`src/rtl/uart_cmd_rx.sv`:
```
// uart_cmd_rx: 8N1 UART receiver feeding the command decoder.
// Define UART_RX_PARITY_EN for 8E1 frames with a parity_err strobe.
module uart_cmd_rx #(
    parameter int CLK_PER_BIT = 100,
    parameter int CTR_W       = 16
) (
    input  logic       clk,
    input  logic       rst,
    input  logic       rx,
    output logic [7:0] rx_data,
    output logic       new_rx_data,
    output logic       frame_err,
    output logic       parity_err,
    output logic       busy
);

    localparam logic [2:0] S_IDLE  = 3'd0;
    localparam logic [2:0] S_START = 3'd1;
    localparam logic [2:0] S_DATA  = 3'd2;
`ifdef UART_RX_PARITY_EN
    localparam logic [2:0] S_PAR   = 3'd3;
`endif
    localparam logic [2:0] S_STOP  = 3'd4;
    localparam logic [2:0] S_BREAK = 3'd5;

    localparam logic [CTR_W-1:0] HALF_M1 = CTR_W'(CLK_PER_BIT / 2 - 1);
    localparam logic [CTR_W-1:0] FULL_M1 = CTR_W'(CLK_PER_BIT - 1);
    localparam logic [CTR_W-1:0] ONE     = CTR_W'(1);

    logic             sync1;
    logic             sync2;
    logic             rxs;
    logic [2:0]       state;
    logic [CTR_W-1:0] timer;
    logic [2:0]       bit_idx;
    logic [7:0]       shreg;
    logic             par_bad;

`ifdef UART_RX_PARITY_EN
    logic par_bit;
    logic par_err_q;
    assign par_bad    = (^shreg) ^ par_bit;
    assign parity_err = par_err_q;
`else
    assign par_bad    = 1'b0;
    assign parity_err = 1'b0;
`endif

    assign rxs  = sync2;
    assign busy = (state != S_IDLE);

    // Synchroniser, bit timer, frame FSM and output strobes
    always_ff @(posedge clk) begin
        if (rst) begin
            sync1       <= 1'b1;
            sync2       <= 1'b1;
            state       <= S_IDLE;
            timer       <= '0;
            bit_idx     <= '0;
            shreg       <= '0;
            rx_data     <= '0;
            new_rx_data <= 1'b0;
            frame_err   <= 1'b0;
`ifdef UART_RX_PARITY_EN
            par_bit     <= 1'b0;
            par_err_q   <= 1'b0;
`endif
        end else begin
            sync1       <= rx;
            sync2       <= sync1;
            new_rx_data <= 1'b0;
            frame_err   <= 1'b0;
`ifdef UART_RX_PARITY_EN
            par_err_q   <= 1'b0;
`endif
            case (state)
                S_IDLE: begin
                    timer   <= '0;
                    bit_idx <= '0;
                    if (!rxs) state <= S_START;
                end
                S_START: begin
                    if (timer == HALF_M1) begin
                        timer <= '0;
                        state <= rxs ? S_IDLE : S_DATA;
                    end else begin
                        timer <= timer + ONE;
                    end
                end
                S_DATA: begin
                    if (timer == FULL_M1) begin
                        timer   <= '0;
                        shreg   <= {rxs, shreg[7:1]};
                        bit_idx <= bit_idx + 3'd1;
                        if (bit_idx == 3'd7) begin
`ifdef UART_RX_PARITY_EN
                            state <= S_PAR;
`else
                            state <= S_STOP;
`endif
                        end
                    end else begin
                        timer <= timer + ONE;
                    end
                end
`ifdef UART_RX_PARITY_EN
                S_PAR: begin
                    if (timer == FULL_M1) begin
                        timer   <= '0;
                        par_bit <= rxs;
                        state   <= S_STOP;
                    end else begin
                        timer <= timer + ONE;
                    end
                end
`endif
                S_STOP: begin
                    if (timer == FULL_M1) begin
                        timer <= '0;
                        if (!rxs) begin
                            frame_err <= 1'b1;
                            state     <= S_BREAK;
                        end else if (par_bad) begin
`ifdef UART_RX_PARITY_EN
                            par_err_q <= 1'b1;
`endif
                            state     <= S_IDLE;
                        end else begin
                            rx_data     <= shreg;
                            new_rx_data <= 1'b1;
                            state       <= S_IDLE;
                        end
                    end else begin
                        timer <= timer + ONE;
                    end
                end
                S_BREAK: begin
                    timer <= '0;
                    if (rxs) state <= S_IDLE;
                end
                default: begin
                    timer <= '0;
                    state <= S_IDLE;
                end
            endcase
        end
    end

endmodule

```
`config.mk`:
```
export PLATFORM = sky130hd
export DESIGN_NAME = uart_cmd_rx
export DESIGN_NICKNAME = d
export VERILOG_FILES = /design/src/rtl/uart_cmd_rx.sv
export SDC_FILE = /design/constraint.sdc
export NUM_CORES = 1
export LEC_CHECK = 0
export ABC_AREA = 1
export CORE_ASPECT_RATIO = 0.9
export CORE_MARGIN = 4
export CORE_UTILIZATION = 60
export DETAILED_ROUTE_END_ITERATION = 10
export GPL_TIMING_DRIVEN = 0
export PLACE_DENSITY = 0.8
export RECOVER_POWER = 100
export REMOVE_ABC_BUFFERS = 1
export SLEW_MARGIN = 20
export SYNTH_ARGS = -nofsm -noshare
export SYNTH_HDL_FRONTEND = slang
export SYNTH_SLANG_ARGS = --single-unit
```
`constraint.sdc`:
```
create_clock -name clk -period 2.3 [get_ports clk]
set_input_delay 0.46 -clock clk [delete_from_list [all_inputs] [get_ports clk]]
set_output_delay 0.46 -clock clk [all_outputs]
set_load 0.05 [all_outputs]
```
==> reports/results.tsv, run 1 <==
stage	metric	value	unit
global_route	overflow	0	
pwr	p_sw	0.000712	W
clock_network	path_clk_slew	0.08	ns
die	die_y	63.0	um
place	dpl.cell_count	298	
final_layout	multi_input_area	1030	um^2
worst_setup_path	critical-path-top-delay-family	buffers and inverters	
min_path	min_path_type	reg -> reg	
final_layout	layout.cells.non_filler	306	
synth	syn_area_per_cell	8.07	um^2
synth	yosys-top-cells-area	dfxtp_1, nor2_1, nand2_1, nor2_4, o21ai_0	
job	cap_violations	0	
die	num_rows	19	
global_route	grt_pass1_wl	6520	um
clock_network	cts.sinks	42	
min_path	min_to	rxs	
clock_network	root_buffer	clkbuf_8	
clock_network	clock_latency	0.30	ns
worst_setup_path	cp.arrival	1.64	ns
pwr	p_sw_share	36.0	%
sta	fmax	477	MHz
worst_setup_path	crit_path_cell_trace	inv_1, nand2_1, dlygate4sd2_1	
die	die_w	69.1	um
sta	fin_crit	2.10	ns
pwr	comb_power_share	29.6	%
pwr	peakVddDrop	0.000544	V
run_status	status	complete, no violations	
worst_setup_path	startpoint_type	register	
sta	finalSetupViolations	0	
synth	synth_edf_count	0	
global_route	grt_use_total	18.4	%
worst_setup_path	critPathBufInv	2	
sta	hold_viol	0	
global_route	grt_max_degree	22	
detailed_routing	drt-wirelength-per-cell	11.5	um
place	portBuffers	13	
sta	setup_tns	0	ns
sta	rsz0062_at_grt	no	
final_layout	num_antenna_cells	0	
sta	fin_skew	0.00493	ns
detailed_routing	first_iter_violations	87	
worst_setup_path	path_class	reg -> out	
clock_network	clock_path_buffers	2	
pwr	clockPowerShare	29.0	%
die	pin_count	15	
worst_setup_path	regToRegStartpoint	timer[0]	
synth	seq_area_frac_synth	41.7	%
worst_setup_path	worstReg2RegEnd	bit_idx[1]	
final_layout	seqCellArea	841	um^2
final_layout	syn_to_final_growth	10.4	%
synth	synth_most_common_cell	nor2_1	
worst_setup_path	startpoint	state[2]	
global_route	grt_pass1_vias	1449	
detailed_routing	drcViolationCount	0	
synth	yosysTopAreaCellShare	41.7	%
worst_setup_path	endpoint_kind	output port	
clock_network	post-cts-setup-buffers	0	
synth	netlist_area	2020	um^2
sta	slew_headroom	49.0	%
detailed_routing	drt_pass1_iterations	4	
global_route	antenna_found_initial	0	
min_path	min_from	sync1	
worst_setup_path	crit_path_max_fanout	5	
synth	synth_commonest_cells	nor2_1, dfxtp_1, nand2_1	
place	dp_hpwl	2530	um
pwr	power_density	888	nW/um^2
synth	synthArstFlopShare	0	%
worst_setup_path	rr_worst_depth	8	
min_path	min_path_cells	1	
die	coreArea	3140	um^2
synth	ys_types	32	
detailed_routing	totalWireLength	3520	um
pwr	intPower	0.00126	W
die	initial_core_util	64.3	%
die	die_area	4350	um^2
worst_setup_path	cp.required	1.84	ns
clock_network	numCtsBuffers	5	
synth	ys_warn_count	0	
detailed_routing	drtAntennaViolNets	0	
sta	tightest_slew	0.762	ns
worst_setup_path	crit_slowest_cell	dlygate4sd2_1	
sta	layout_worst_path_cycle_share	91.2	%
final_layout	drive_gt1_share	16.3	%
pwr	p_seq_share	41.3	%
final_layout	final_net_count	270	
worst_setup_path	r2r_slack	0.33	ns
clock_network	cts_tree	yes	
clock_network	htree_levels	2	
final_layout	design_area	2230	um^2
place	post_dp_cell_area	2140	um^2
synth	ys_ff_latch	42	
detailed_routing	vias	1570	
pwr	p_leak	0.873	nW
synth	synth_top_cell_by_area	dfxtp_1	
worst_setup_path	cp_slowest_stage_delay	0.55	ns
synth	syn_inst	250	
sta	drv_slew	0	
detailed_routing	via_per_inst	5.13	
place	globalplace.congestion	0.833	
final_layout	fillCellCount	269	
synth	synth_flop_cell	dfxtp_1	
==> worst max-delay path by stage <==
| stage | to | slack (ns) | cells past startpoint |
|---|---|---|---|
| after global placement | timer[13] | 0.16 | 4 |
| after floorplan | timer[13] | 0.77 | 8 |
| final | busy | 0.20 | 3 |
| after CTS | busy | 0.24 | 3 |
| after detailed placement | timer[13] | 0.13 | 4 |
| after global routing | busy | 0.1 | 3 |
==> area by class of cell <==
class	count	share of cell area, %
multi-input cells	184	46.3
flip-flops and latches	42	37.8
repair buffers	13	5.79
clock buffers	6	3.26
inverters	17	2.87
well taps	42	2.36
clock inverters	2	1.69
==> layout by cell type (no fill, tap or decap), types with 4 or more instances in the layout <==
| cell | count |
|---|---|
| nor2_1 | 52 |
| dfxtp_1 | 42 |
| nand2_1 | 35 |
| o21ai_0 | 23 |
| inv_1 | 14 |
| a21oi_1 | 11 |
| dlygate4sd3_1 | 11 |
| nand3_1 | 9 |
| nor2_2 | 9 |
| nor2_4 | 8 |
| xor2_1 | 6 |
| nand2_4 | 5 |
| clkbuf_8 | 5 |
| nand2_2 | 4 |
| ha_1 | 4 |
==> metrics by stage <==
| step | setup slack [ns] | util, % | power [W] | hold slack (ns) |
|---|---|---|---|---|
| final | 0.203 | 70.9 | 0.00198 | 0.419 |
| after global routing | 0.0984 | 70.9 | 0.00211 | 0.437 |
| after CTS | 0.240 | 71.8 | 0.00200 | 0.423 |
| after detailed placement | 0.135 | 68.3 | 0.00144 | 0.405 |
| after global placement | 0.161 | 68.3 | 0.00143 | 0.391 |
| after floorplan | 0.772 | - | 0.00133 | 0.389 |
==> worst reg2reg max path, stage by stage, from the launching register on <==
cell and delay [ns]:
dfxtp_1 0.38, ha_1 0.23, nand3_1 0.09, nor2_1 0.10, nand2_1 0.21, nor2_2 0.45, inv_2 0.21, nand3_1 0.11
a21oi_1 0.06
==> metal layers <==
layer  GRT usage, %  vias up  share of wire [%]  routed length (um)
met5              0        -                  0                   0
met4           5.12        0                1.2                  43
met1           24.7      715                 50                1760
met2           27.6       28                 43                1530
met3           6.75        8                5.4                 190
li1               -      819                  -                   -
==> state kept, by name, summed over array words and instances (netlist names) <==
register / cells
shreg: 8
timer: 16
bit_idx: 3
rx_data: 8
rxs: 1
new_rx_data: 1
sync1: 1
state: 3
frame_err: 1
==> kinds of logic after synthesis <==
| kind of cell | Yosys count | synth area share [%] |
|---|---|---|
| buffers and inverters | 24 | 5.89 |
| AOI/OAI and AO/OA | 37 | 10.2 |
| other | 1 | 0.186 |
| adders and majority gates | 4 | 2.48 |
| xor gates and xnor gates | 9 | 3.91 |
| DFF | 42 | 41.7 |
| and+or+nand+nor | 133 | 35.7 |
==> power by group through the flow <==
stage	Clock, W	Combinational [W]	Sequential, W
2_1_floorplan	0	0.000504	0.000827
3_3_place_gp	0	0.000595	0.000835
3_5_place_dp	0	0.000604	0.000837
4_1_cts	0.000586	0.000594	0.000819
5_1_grt	0.000623	0.000661	0.000827
6_report	0.000574	0.000586	0.000817
==> what timing repair did <==
item                                    CTS  global route
hold endpoints to repair                  0             0
gates resized for setup                   1             0
endpoints found under the setup margin    1             0
hold buffers                              0             0
No activity file was read; power rests on OpenSTA's default activity.
==> inputs of run 2 (changes only) <==
--- a/config.mk
+++ b/config.mk
@@ -8,10 +8,10 @@
 export ABC_AREA = 1
 export CORE_ASPECT_RATIO = 0.9
 export CORE_MARGIN = 4
-export CORE_UTILIZATION = 60
+export CORE_UTILIZATION = 57
 export DETAILED_ROUTE_END_ITERATION = 10
 export GPL_TIMING_DRIVEN = 0
-export PLACE_DENSITY = 0.8
+export PLACE_DENSITY = 0.77
 export RECOVER_POWER = 100
 export REMOVE_ABC_BUFFERS = 1
 export SLEW_MARGIN = 20
==> constraint.sdc (replaced) <==
create_clock -name clk -period 2.1 [get_ports clk]
set_input_delay 0.42 -clock clk [delete_from_list [all_inputs] [get_ports clk]]
set_output_delay 0.42 -clock clk [all_outputs]
set_load 0.05 [all_outputs]
==> reports/results.tsv, run 2 (synthesis gave the netlist of run 1 again) <==
stage	metric	value	unit
run_status	status	complete, no violations	
sta	rsz0062_at_grt	no	
global_route	antenna_found_initial	0	
worst_setup_path	crit_end	busy	
die	coreArea	3400	um^2
sta	layout_worst_path_cycle_share	95.7	%
clock_network	post-cts-setup-buffers	0	
final_layout	num_antenna_cells	0	
worst_setup_path	r2r_slack	0.23	ns
final_layout	final_net_count	270	
sta	slew_headroom	50.0	%
detailed_routing	totalWireLength	3610	um
sta	finalSetupViolations	0	
die	die_area	4560	um^2
final_layout	mostFrequentLayoutCells	nor2_1, dfxtp_1, nand2_1	
worst_setup_path	path_class	reg -> out	
clock_network	path_clk_slew	0.08	ns
sta	fmax	497	MHz
worst_setup_path	regToRegStartpoint	timer[0]	
worst_setup_path	startpoint	state[2]	
final_layout	layout.cells.non_filler	308	
clock_network	root_buffer	clkbuf_8	
clock_network	cts.repair.resized	1	
clock_network	htree_levels	2	
die	num_rows	20	
final_layout	top_register	timer	
sta	tightest_slew	0.747	ns
die	initial_core_util	59.3	%
final_layout	drive_gt1_share	17.0	%
clock_network	clock_path_buffers	2	
worst_setup_path	rr_worst_depth	8	
sta	setup_tns	0	ns
clock_network	numCtsBuffers	5	
job	cap_violations	0	
clock_network	cts.sinks	42	
sta	drv_slew	0	
worst_setup_path	cp.required	1.68	ns
place	dpl.cell_count	300	
clock_network	postCtsHoldBufs	0	
global_route	grt_max_degree	22	
worst_setup_path	crit_path_max_fanout	5	
global_route	grt_pass1_wl	6370	um
die	die_y	64.4	um
final_layout	largest_registers	timer x16, rx_data x8, shreg x8	
die	die_w	70.7	um
pwr	p_leak	0.890	nW
pwr	power_density	1020	nW/um^2
sta	hold_viol	0	
place	portBuffers	13	
worst_setup_path	crit_slowest_cell	dlygate4sd2_1	
final_layout	largest_reg_flops	16	
detailed_routing	vias	1532	
worst_setup_path	cp_slowest_stage_delay	0.55	ns
global_route	grt_use_total	17.7	%
place	dp_hpwl	2560	um
worst_setup_path	endpoint_kind	output port	
min_path	min_path_type	reg -> reg	
final_layout	syn_to_final_growth	11.8	%
global_route	overflow	0	
clock_network	clock_latency	0.30	ns
place	globalplace.congestion	0.789	
sta	fin_crit	2.01	ns
worst_setup_path	cp.arrival	1.59	ns
detailed_routing	first_iter_violations	104	
detailed_routing	drcViolationCount	0	
clock_network	cts_tree	yes	
worst_setup_path	crit_path_cell_trace	inv_2, nand2_1, dlygate4sd2_1	
worst_setup_path	worstReg2RegEnd	rx_data[0]	
detailed_routing	drtAntennaViolNets	0	
die	pin_count	15	
global_route	grt_pass1_vias	1415	
detailed_routing	drt-wirelength-per-cell	11.7	um
pwr	peakVddDrop	0.000656	V
detailed_routing	via_per_inst	4.97	
detailed_routing	drt_pass1_iterations	4	
final_layout	layout_commonest_cell	nor2_1	
worst_setup_path	startpoint_type	register	
sta	fin_skew	0.00470	ns
-- run 2: critical path: cells and delay by family (launching register included) --
kind / cells / cell delay (ns)
buffers and inverters: 2 / 0.64
and+or+nand+nor: 1 / 0.17
DFF: 1 / 0.49
-- run 2: final cells by class --
cell class | instances | area, um^2
clock buffers | 5 | 68.8
clock inverters | 3 | 68.8
fillers | 293 | 1150
inverters | 17 | 63.8
multi-input cells | 184 | 1030
flip-flops and latches | 42 | 841
well taps | 44 | 55.1
repair buffers | 13 | 129
-- run 2: worst min-delay path by stage --
stage          cells after the start   from  end
2_1_floorplan                      1  sync1  rxs
3_3_place_gp                       1  sync1  rxs
3_5_place_dp                       1  sync1  rxs
4_1_cts                            1  sync1  rxs
5_1_grt                            1  sync1  rxs
6_report                           1  sync1  rxs
-- run 2: per-layer routing --
layer  vias to the layer above  global-route usage [%]  wire length (um)
li1                        821                       -                 -
met1                       690                    24.3              1900
met2                        16                    25.9              1530
met3                         5                    5.27               122
met4                         0                    7.28                65
met5                         -                       0                 0
-- run 2: through the flow --
stage	setup slack, ns	hold WS, ns	cell area [um^2]	util (%)	power, W
after floorplan	0.572	0.389	1960	-	0.00146
after global placement	0.0381	0.391	2150	63.1	0.00157
after detailed placement	0.0196	0.409	2150	63.1	0.00159
after CTS	0.0798	0.429	2280	67.1	0.00233
after global routing	0.00156	0.442	2260	66.3	0.00242
final	0.0896	0.427	2260	66.3	0.00229
-- run 2: report_power, final --
| part | switching (W) | internal (W) |
|---|---|---|
| clock | 0.000280 | 0.000476 |
| sequential | 0.0000711 | 0.000831 |
| combinational | 0.000440 | 0.000192 |
==> inputs of run 3 (changes only) <==
--- a/config.mk
+++ b/config.mk
@@ -9,6 +9,7 @@
 export CORE_ASPECT_RATIO = 0.9
 export CORE_MARGIN = 4
 export CORE_UTILIZATION = 57
+export CTS_CLUSTER_SIZE = 24
 export DETAILED_ROUTE_END_ITERATION = 10
 export GPL_TIMING_DRIVEN = 0
 export PLACE_DENSITY = 0.77
==> results of run 3 <==
Same layout as run 2: the final DEF is identical, and so are final timing and power.
